File: config.mk
export PLATFORM = sky130hd
export DESIGN_NAME = ws2812_rx
export DESIGN_NICKNAME = d
export VERILOG_FILES = /design/src/rtl/ws2812_rx.sv
export SDC_FILE = /design/constraint.sdc
export NUM_CORES = 1
export LEC_CHECK = 0
export CORE_MARGIN = 4
export CORE_UTILIZATION = 50
export CTS_BUF_LIST = sky130_fd_sc_hd__clkbuf_16
export DETAILED_ROUTE_END_ITERATION = 6
export GPL_ROUTABILITY_DRIVEN = 0
export GPL_TIMING_DRIVEN = 1
export PLACE_DENSITY = 0.71
export SYNTH_ARGS = -nofsm -noshare
export SYNTH_HDL_FRONTEND = slang
export SYNTH_SLANG_ARGS = --single-unit
File: constraint.sdc
create_clock -name clk_sb -period 9.95 [get_ports clk_sb]
set_clock_uncertainty 0.1 [all_clocks]
set_input_delay 1.4925 -clock clk_sb [delete_from_list [all_inputs] [get_ports clk_sb]]
set_output_delay 1.4925 -clock clk_sb [all_outputs]
set_load 0.01 [all_outputs]
File: src/rtl/ws2812_rx.sv
// WS2812 single-wire receiver: synchronizes din, measures high-pulse widths and
// reassembles 24-bit words, with frame-gap detection and timing-error strobes.
module ws2812_rx #(
    parameter int SYNC_STAGES = 2,
    parameter int MIN_HIGH    = 7,
    parameter int BIT_THRESH  = 29,
    parameter int MAX_HIGH    = 72,
    parameter int RESET_LOW   = 2400,
    parameter int IDX_W       = 9
) (
    input  logic             clk_sb,
    input  logic             reset,
    input  logic             din,
    output logic [23:0]      rgb_data,
    output logic             rgb_valid,
    output logic [IDX_W-1:0] led_index,
    output logic             frame_done,
    output logic [IDX_W-1:0] led_count,
    output logic             err
);

    typedef enum logic [1:0] {SYNC, LOW, HIGH} state_t;

    localparam logic [11:0] MIN_HIGH_C   = 12'(MIN_HIGH);
    localparam logic [11:0] BIT_THRESH_C = 12'(BIT_THRESH);
    localparam logic [11:0] MAX_HIGH_C   = 12'(MAX_HIGH);
    localparam logic [11:0] RESET_LOW_C  = 12'(RESET_LOW);

    logic [SYNC_STAGES-1:0] sync_q;
    logic                   s, s_prev_q, edge_s, rise_s, fall_s;
    logic [11:0]            cnt_q, cnt_d;
    logic                   gap_hit, new_bit;
    state_t                 state_q, state_d;
    logic [4:0]             bit_cnt_q, bit_cnt_d;
    logic [23:0]            shift_q, shift_d;
    logic [IDX_W-1:0]       word_q, word_d;
    logic [23:0]            rgb_data_q, rgb_data_d;
    logic                   rgb_valid_q, rgb_valid_d;
    logic [IDX_W-1:0]       led_index_q, led_index_d;
    logic                   frame_done_q, frame_done_d;
    logic [IDX_W-1:0]       led_count_q, led_count_d;
    logic                   err_q, err_d;

    always_ff @(posedge clk_sb or posedge reset) begin
        if (reset) begin
            sync_q   <= '0;
            s_prev_q <= 1'b0;
        end else begin
            sync_q[0] <= din;
            for (int i = 1; i < SYNC_STAGES; i++) sync_q[i] <= sync_q[i-1];
            s_prev_q <= s;
        end
    end

    assign s      = sync_q[SYNC_STAGES-1];
    assign edge_s = s ^ s_prev_q;
    assign rise_s = s & ~s_prev_q;
    assign fall_s = ~s & s_prev_q;

    // cnt_d is the length of the current run of s including this cycle, so at a
    // falling edge cnt_q holds exactly the number of cycles s was high.
    always_comb begin
        if (edge_s)           cnt_d = 12'd1;
        else if (cnt_q != '1) cnt_d = cnt_q + 12'd1;
        else                  cnt_d = cnt_q;
    end

    assign gap_hit = ~s & (cnt_d == RESET_LOW_C);
    assign new_bit = (cnt_q >= BIT_THRESH_C);

    always_comb begin
        state_d      = state_q;
        bit_cnt_d    = bit_cnt_q;
        shift_d      = shift_q;
        word_d       = word_q;
        rgb_data_d   = rgb_data_q;
        rgb_valid_d  = 1'b0;
        led_index_d  = led_index_q;
        frame_done_d = 1'b0;
        led_count_d  = led_count_q;
        err_d        = 1'b0;
        case (state_q)
            SYNC: begin
                // Nothing decoded before re-sync may leak into the next frame.
                bit_cnt_d = '0;
                word_d    = '0;
                if (gap_hit) state_d = LOW;
            end
            LOW: begin
                if (rise_s) begin
                    state_d = HIGH;
                end else if (gap_hit) begin
                    if (word_q != '0 || bit_cnt_q != '0) begin
                        frame_done_d = 1'b1;
                        led_count_d  = word_q;
                    end
                    if (bit_cnt_q != '0) err_d = 1'b1;
                    bit_cnt_d = '0;
                    word_d    = '0;
                end
            end
            HIGH: begin
                if (s && cnt_d > MAX_HIGH_C) begin
                    err_d     = 1'b1;
                    bit_cnt_d = '0;
                    word_d    = '0;
                    state_d   = SYNC;
                end else if (fall_s) begin
                    if (cnt_q < MIN_HIGH_C) begin
                        err_d     = 1'b1;
                        bit_cnt_d = '0;
                        state_d   = SYNC;
                    end else begin
                        shift_d = {shift_q[22:0], new_bit};
                        state_d = LOW;
                        if (bit_cnt_q == 5'd23) begin
                            bit_cnt_d   = '0;
                            rgb_data_d  = {shift_q[22:0], new_bit};
                            rgb_valid_d = 1'b1;
                            led_index_d = word_q;
                            if (word_q != '1) word_d = word_q + 1'b1;
                        end else begin
                            bit_cnt_d = bit_cnt_q + 5'd1;
                        end
                    end
                end
            end
            default: state_d = SYNC;
        endcase
    end

    always_ff @(posedge clk_sb or posedge reset) begin
        if (reset) begin
            cnt_q        <= '0;
            state_q      <= SYNC;
            bit_cnt_q    <= '0;
            shift_q      <= '0;
            word_q       <= '0;
            rgb_data_q   <= '0;
            rgb_valid_q  <= 1'b0;
            led_index_q  <= '0;
            frame_done_q <= 1'b0;
            led_count_q  <= '0;
            err_q        <= 1'b0;
        end else begin
            cnt_q        <= cnt_d;
            state_q      <= state_d;
            bit_cnt_q    <= bit_cnt_d;
            shift_q      <= shift_d;
            word_q       <= word_d;
            rgb_data_q   <= rgb_data_d;
            rgb_valid_q  <= rgb_valid_d;
            led_index_q  <= led_index_d;
            frame_done_q <= frame_done_d;
            led_count_q  <= led_count_d;
            err_q        <= err_d;
        end
    end

    assign rgb_data   = rgb_data_q;
    assign rgb_valid  = rgb_valid_q;
    assign led_index  = led_index_q;
    assign frame_done = frame_done_q;
    assign led_count  = led_count_q;
    assign err        = err_q;

endmodule

# [Yosys cells after proc, flatten, opt, wreduce, memory -nomap -nowiden]
# Index checks and enable logic that the tools add are counted.
[totals] mem_bits_rw=0 out_inout_bits=45 n_memories=0 romBits=0 input_bits=3 regBits=99 word_cells=93 latch_bits=0
[classes] n_mux=39 reduce_logical=12 eq_ne=14 magnitude_cmp=3 addsub=3 shifts=0 bitwise=9 n_div=0 mul=0
[op_table] cell="2-to-1 mux 9 bit" n=7
[op_table] cell="2-to-1 mux 5 bit" n=6
[op_table] cell="one-hot mux 9 bit (3 select lines)" n=1
[op_table] cell="2-to-1 mux 12 bit" n=2
[op_table] cell="2-to-1 mux 1 bit" n=16
[op_table] cell="one-hot mux 5 bit (3 select lines)" n=1
[op_table] cell="adder 12 x 1 -> 12 bit (second input constant)" n=1
[op_table] cell="equality test 12 bit (second input constant)" n=1
[op_table] cell="greater-or-equal comparator 12 x 5 -> 1 bit (second input constant)" n=1
[op_table] cell="greater-than comparator 12 x 7 -> 1 bit (second input constant)" n=1
[op_table] cell="< comparator 12 x 3 -> 1 bit (second input constant)" n=1
[op_table] cell="!= test 12 bit (second input constant)" n=1
[op_table] cell="!= test 3 bit (second input constant)" n=4
[op_table] cell="AND reduction 4 bit" n=3
[op_table] cell="adder 9 x 1 -> 9 bit (second input constant)" n=1
[op_table] cell="!= test 9 bit (second input constant)" n=1
[op_table] cell="nonzero test 9 bit" n=1
[op_table] cell="2-to-1 mux 2 bit" n=4
[op_table] cell="!= test 2 bit (second input constant)" n=4
[op_table] cell="AND reduction 7 bit" n=1
[op_table] cell="one-hot mux 2 bit (3 select lines)" n=1
[op_table] cell="adder 5 x 1 -> 5 bit (second input constant)" n=1
[op_table] cell="equality test 5 bit (second input constant)" n=1
[op_table] cell="inverter 1 bit" n=5
[op_table] cell="other kinds (12)" n=14

# [Logic depth before layout (Yosys ltp)]
[logic_depth] depth_word=8 depth_mapped=12 depth_no_buf=10

# [Worst setup path before layout]
# No wires, ideal clock.
[synth_timing] path_kind="reg2reg" startpoint="register cnt_q[0]" endpoint="register led_index_q[7] (netlist: led_index[7])" setup_time_ns=0.125 required_time_ns=9.725 stages_incl_launch_ff=12 arrival_ns=2.873 slack_ns=6.852 path_cell_list="dfrtp_1 ha_1 nand2_1 nor4_4 nor3_1 o21a_1 o311a_1 nor4_4 nand2b_1 buf_2 buf_6 mux2_4"
[synth_between] elab_chain_len=7
[synth_rtl] item="from (decl)" line_no="31" rtl="logic [11:0] cnt_q, cnt_d;"
[synth_rtl] item="from (signal assigned)" line_no="146" rtl="cnt_q <= cnt_d;"
[synth_rtl] item="adder 12 x 1 -> 12 bit or != test 12 bit (tied branches)" line_no="64" rtl="else if (cnt_q != '1) cnt_d = cnt_q + 12'd1;"
[synth_rtl] item="2-to-1 mux 12 bit *" line_no="64"
[synth_rtl] item="2-to-1 mux 12 bit *" line_no="63" rtl="if (edge_s) cnt_d = 12'd1;"
[synth_rtl] item="net cnt_d[5]" line_no="31"
[synth_rtl] item="greater-than comparator 12 x 7 -> 1 bit *" line_no="103" rtl="if (s && cnt_d > MAX_HIGH_C) begin"
[synth_rtl] item="logical AND 1 bit *" line_no="103"
[synth_rtl] item="inverter 1 bit (no line) *"
[synth_rtl] item="AND reduction 5 bit (no line) *"
[synth_rtl] item="to (signal assigned)" line_no="153" rtl="led_index_q <= led_index_d;"
[synth_rtl] item="to (decl)" line_no="39" rtl="logic [IDX_W-1:0] led_index_q, led_index_d;"
# The timed path passes the listed nets; every way through them passes the cells marked *.
# A chain may end at the register's enable or synchronous reset.

# [Worst setup path in the final report]
[layout_timing] startpoint="register cnt_q[0]" endpoint="register rgb_data_q[2] (netlist: rgb_data[2])"
[layout_between] elab_chain_len=7
[layout_rtl] item="adder 12 x 1 -> 12 bit or != test 12 bit (tied branches)" line_no="64"
[layout_rtl] item="2-to-1 mux 12 bit *" line_no="64"
[layout_rtl] item="2-to-1 mux 12 bit *" line_no="63"
[layout_rtl] item="net cnt_d[5]" line_no="31"
[layout_rtl] item="greater-than comparator 12 x 7 -> 1 bit *" line_no="103"
[layout_rtl] item="logical AND 1 bit *" line_no="103"
[layout_rtl] item="inverter 1 bit (no line) *"
[layout_rtl] item="AND reduction 5 bit (no line) *"
[layout_rtl] item="to (signal assigned)" line_no="151" rtl="rgb_data_q <= rgb_data_d;"
[layout_rtl] item="to (decl)" line_no="37" rtl="logic [23:0] rgb_data_q, rgb_data_d;"
# Marks and branches as above.

==> results list <==
- Yosys mapped a number of flops with a built-in enable equal to 0.
- Global routing used 17.5% of the available tracks.
- In this run the most critical hold path is launched from sync_q[0].
- Buffers from clock root to sink, at most: 2
- The H-tree was split into 3 levels.
- At the end of the flow, the number of nets in the layout was 441.
- The worst setup path is of the flop to flop kind.
- The netlist uses 57 different library cells.
- In this run the horizontal extent of the chip is 106 um.
- STA classifies the critical path endpoint as a flop.
- For this run, the register share of the synthesized area comes to 51.8%.
- Number of rows created at floorplan: 35
- Entering global routing, the biggest net connects 83 pins.
* Vias in the first global route: 3,149
- After detailed routing, the average wire length per cell comes to 16.3 um.
- Data required time at the worst endpoint: 10.07 ns
* Area contributors post-synth: sky130_fd_sc_hd__dfrtp_1, sky130_fd_sc_hd__mux2_4, sky130_fd_sc_hd__mux2_2
- Primary FF master, synth: sky130_fd_sc_hd__dfrtp_1
- Final WS setup: 5.85 ns
* Final antenna-violating net count: 0
- CP max-delay cell: sky130_fd_sc_hd__nand2b_2
- Counting flops and latches in the post-synthesis netlist gives 99.
* Clk pin slew, worst setup/hold paths: 0.07 ns
- RSZ-0062 raised after global routing: no
* Number of antenna violations at the first check in global routing: 0
- Reg2reg path depth: 10
* Wire length of the first global-routing pass: 15,800 um
* Combined area of all synthesized cells: 4790 um^2
* Drt total wl: 9050 um
- The area growth from synthesis to layout is 17.8%.
* Worst slew margin relative to its limit: 23.8%
- Syn nets: 400
- Based on the critical path, the design can be clocked at up to 244 MHz.
- After synthesis, the share of flip-flops with an asynchronous set or reset is 100%.
* Count of clock tree sinks: 99
* Number of design rule violations left after detail routing: 0
- First-iteration detailed-routing DRC count: 124
- During placement, the flow inserted port buffers numbering 47.
* Floorplan die area: 11,200 um^2
* Antenna diode count: 0
- Via/cell ratio: 5.53
- Boundary pin count: 48
- Pre-antenna DRT Iters: 4
- Across the run, the number of max-cap violations was 0.
- Post-CTS repair changed the size of 0 cells.
- Final setup vio count: 0
* PwrDens: 142 nW/um^2
- The smallest clock period supported by the final layout is computed as 4.10 ns.
- Dominant cell by count in the synthesized netlist: sky130_fd_sc_hd__dfrtp_1
* Data arrival time at the worst-slack endpoint: 4.22 ns
* Max Transition Viols Final: 0
- Along the worst hold path, the cell count comes to 0.
- The most numerous cell type found on the critical path is sky130_fd_sc_hd__nor4_4.
- The total overflow left after global routing is 0.
- Cells fill 60.8% of the core in the end.
- Leading cell types by count after synthesis: sky130_fd_sc_hd__dfrtp_1, sky130_fd_sc_hd__mux2_2, sky130_fd_sc_hd__mux2_4
- Power after layout: 0.000803 W
- Num CTS Buffers: 9
* Setup tns final: 0 ns
- IR analysis of the VDD net gives a maximum drop of 0.0786 mV.
* Insertion delay of the later-clocked pin in the worst-skew pair: 0.34 ns
- Starting density of the core: 51.6%
* Worst min path class: flop to flop
- Launch instance of the worst register-to-register path: cnt_q[0]
* Post-DP HPWL: 6270 um
- Highest cell delay on the worst timing path: 0.67 ns
* Total leakage power: 2.82 nW
- Transition time of the tightest slew-check pin: 1.14 ns
- During synthesis, Yosys emitted a total of 0 warnings.
- Biggest area consumer among synthesized cells: sky130_fd_sc_hd__dfrtp_1
- Max FO, Critical Path: 34
* Root buffer cell: sky130_fd_sc_hd__clkbuf_16
- TritonCTS built the clock tree.
- After floorplanning, the core was sized to cover 9280 um^2.
* Worst setup timing slack at the placement stage: 5.87 ns
* Fill cell instance count of the final layout: 775
- Hold Buf Count CTS: 0
- Count of endpoints failing hold in the final timing report: 0
- Share of layout cells above drive strength 1: 21.3%
* Area share of the largest cell type after synthesis: 51.8%
* Cell breakdown of the critical path: ha_1 > nand2_1 > nor4_4 > nor3_1 > o21a_1 > o311a_1 > nor4_4 > buf_4 > nand2b_2 > mux2_4
- The endpoint identified for the worst register-to-register timing path is rgb_data[2].
* Crit share post-route: 41.2%
* Per-instance average area after synthesis: 12.6 um^2
- The run finished with clean final reports.
* Synth Instances: 381
- Routed via count: 3,074
- Post-CTS Repair Setup Buffers: 0
- Setup slack on the worst reg-to-reg path comes out at 5.85 ns.
- The die is 106 um tall.
- For hold timing, the worst endpoint is sync_q[1].
- Category of the worst setup path launch point: flop
[critical path: cells and delay by family, from the launching register on]
family	cells	cell delay (ns)
AND/OR/NAND/NOR	5	1.70
buffers and inverters	1	0.34
flip-flops	1	0.41
multiplexers	1	0.53
AO/OA/AOI/OAI	2	0.64
adder cells (fa/ha/maj)	1	0.24
[cells by family after synthesis]
group / count (synthesis) / synth area share (%)
adders and majority gates: 16 / 4.18
AOI/OAI and AO/OA: 66 / 10.1
buffers and inverters: 38 / 3.95
xor gates and xnor gates: 3 / 0.549
muxes: 66 / 17.7
DFF: 99 / 51.8
and+or+nand+nor: 93 / 11.7
[state kept, by name, summed over array words and instances (netlist names)]
name / cells
word_q: 9
err: 1
cnt_q: 12
bit_cnt_q: 5
led_index: 9
led_count: 9
shift_q: 23
sync_q: 2
s_prev_q: 1
rgb_data: 24
state_q: 2
frame_done: 1
rgb_valid: 1
[how the worst max path moves through the flow]
stage                  start            to  slack, ns  cells past startpoint
global placement    cnt_q[0]  led_index[5]       6.03                     10
detailed placement  cnt_q[0]   rgb_data[6]       5.87                     10
CTS                 cnt_q[0]   rgb_data[1]       5.85                     10
global route        cnt_q[0]   rgb_data[6]       5.56                     10
floorplan              reset  bit_cnt_q[0]       5.77                      1
finish              cnt_q[0]   rgb_data[2]       5.85                     10
[metrics by stage]
step                cells  area, um^2  hold WS (ns)
floorplan             381        4790         0.231
CTS                   556        5640         0.259
global route          556        5640         0.267
global placement      540        5320         0.236
finish                556        5640         0.255
detailed placement    540        5320         0.242
[per-layer routing]
metal  share of wire, %  vias up  GRT usage (%)  wire, um
met5                  0        -              0         0
met4                1.4        0           4.72       124
met3                3.9       10           4.16       354
met2                 48       67           28.0      4340
met1                 47     1520           24.0      4230
li1                   -     1477              -         -
[cell type report]
class | instances | area, um^2 | area share, %
timing repair buffer | 49 | 485 | 8.61
clock inverter | 7 | 93.8 | 1.66
inverter | 19 | 73.8 | 1.31
sequential | 99 | 2480 | 43.9
multi-input combinational | 244 | 2120 | 37.6
clock buffer | 9 | 225 | 3.99
tap | 129 | 161 | 2.86
[where the power goes]
group | switching [W] | total [W] | internal (W)
Sequential | 0.00000465 | 0.000410 | 0.000405
Combinational | 0.0000217 | 0.0000305 | 0.00000878
Clock | 0.000161 | 0.000363 | 0.000202
Total | 0.000187 | 0.000803 | 0.000616
[cell usage in the layout (no fill, tap or decap), drive strengths merged, types with 8 or more instances in the layout]
cell type	instances
mux2	64
a22o	11
nor3	8
and3	8
clkdlybuf4s50	47
ha	16
dfrtp	99
inv	22
nand2	12
a21oi	9
o21ai	13
clkbuf	9
nand3	8
nor2	20
(Power assumes the default switching activity.)
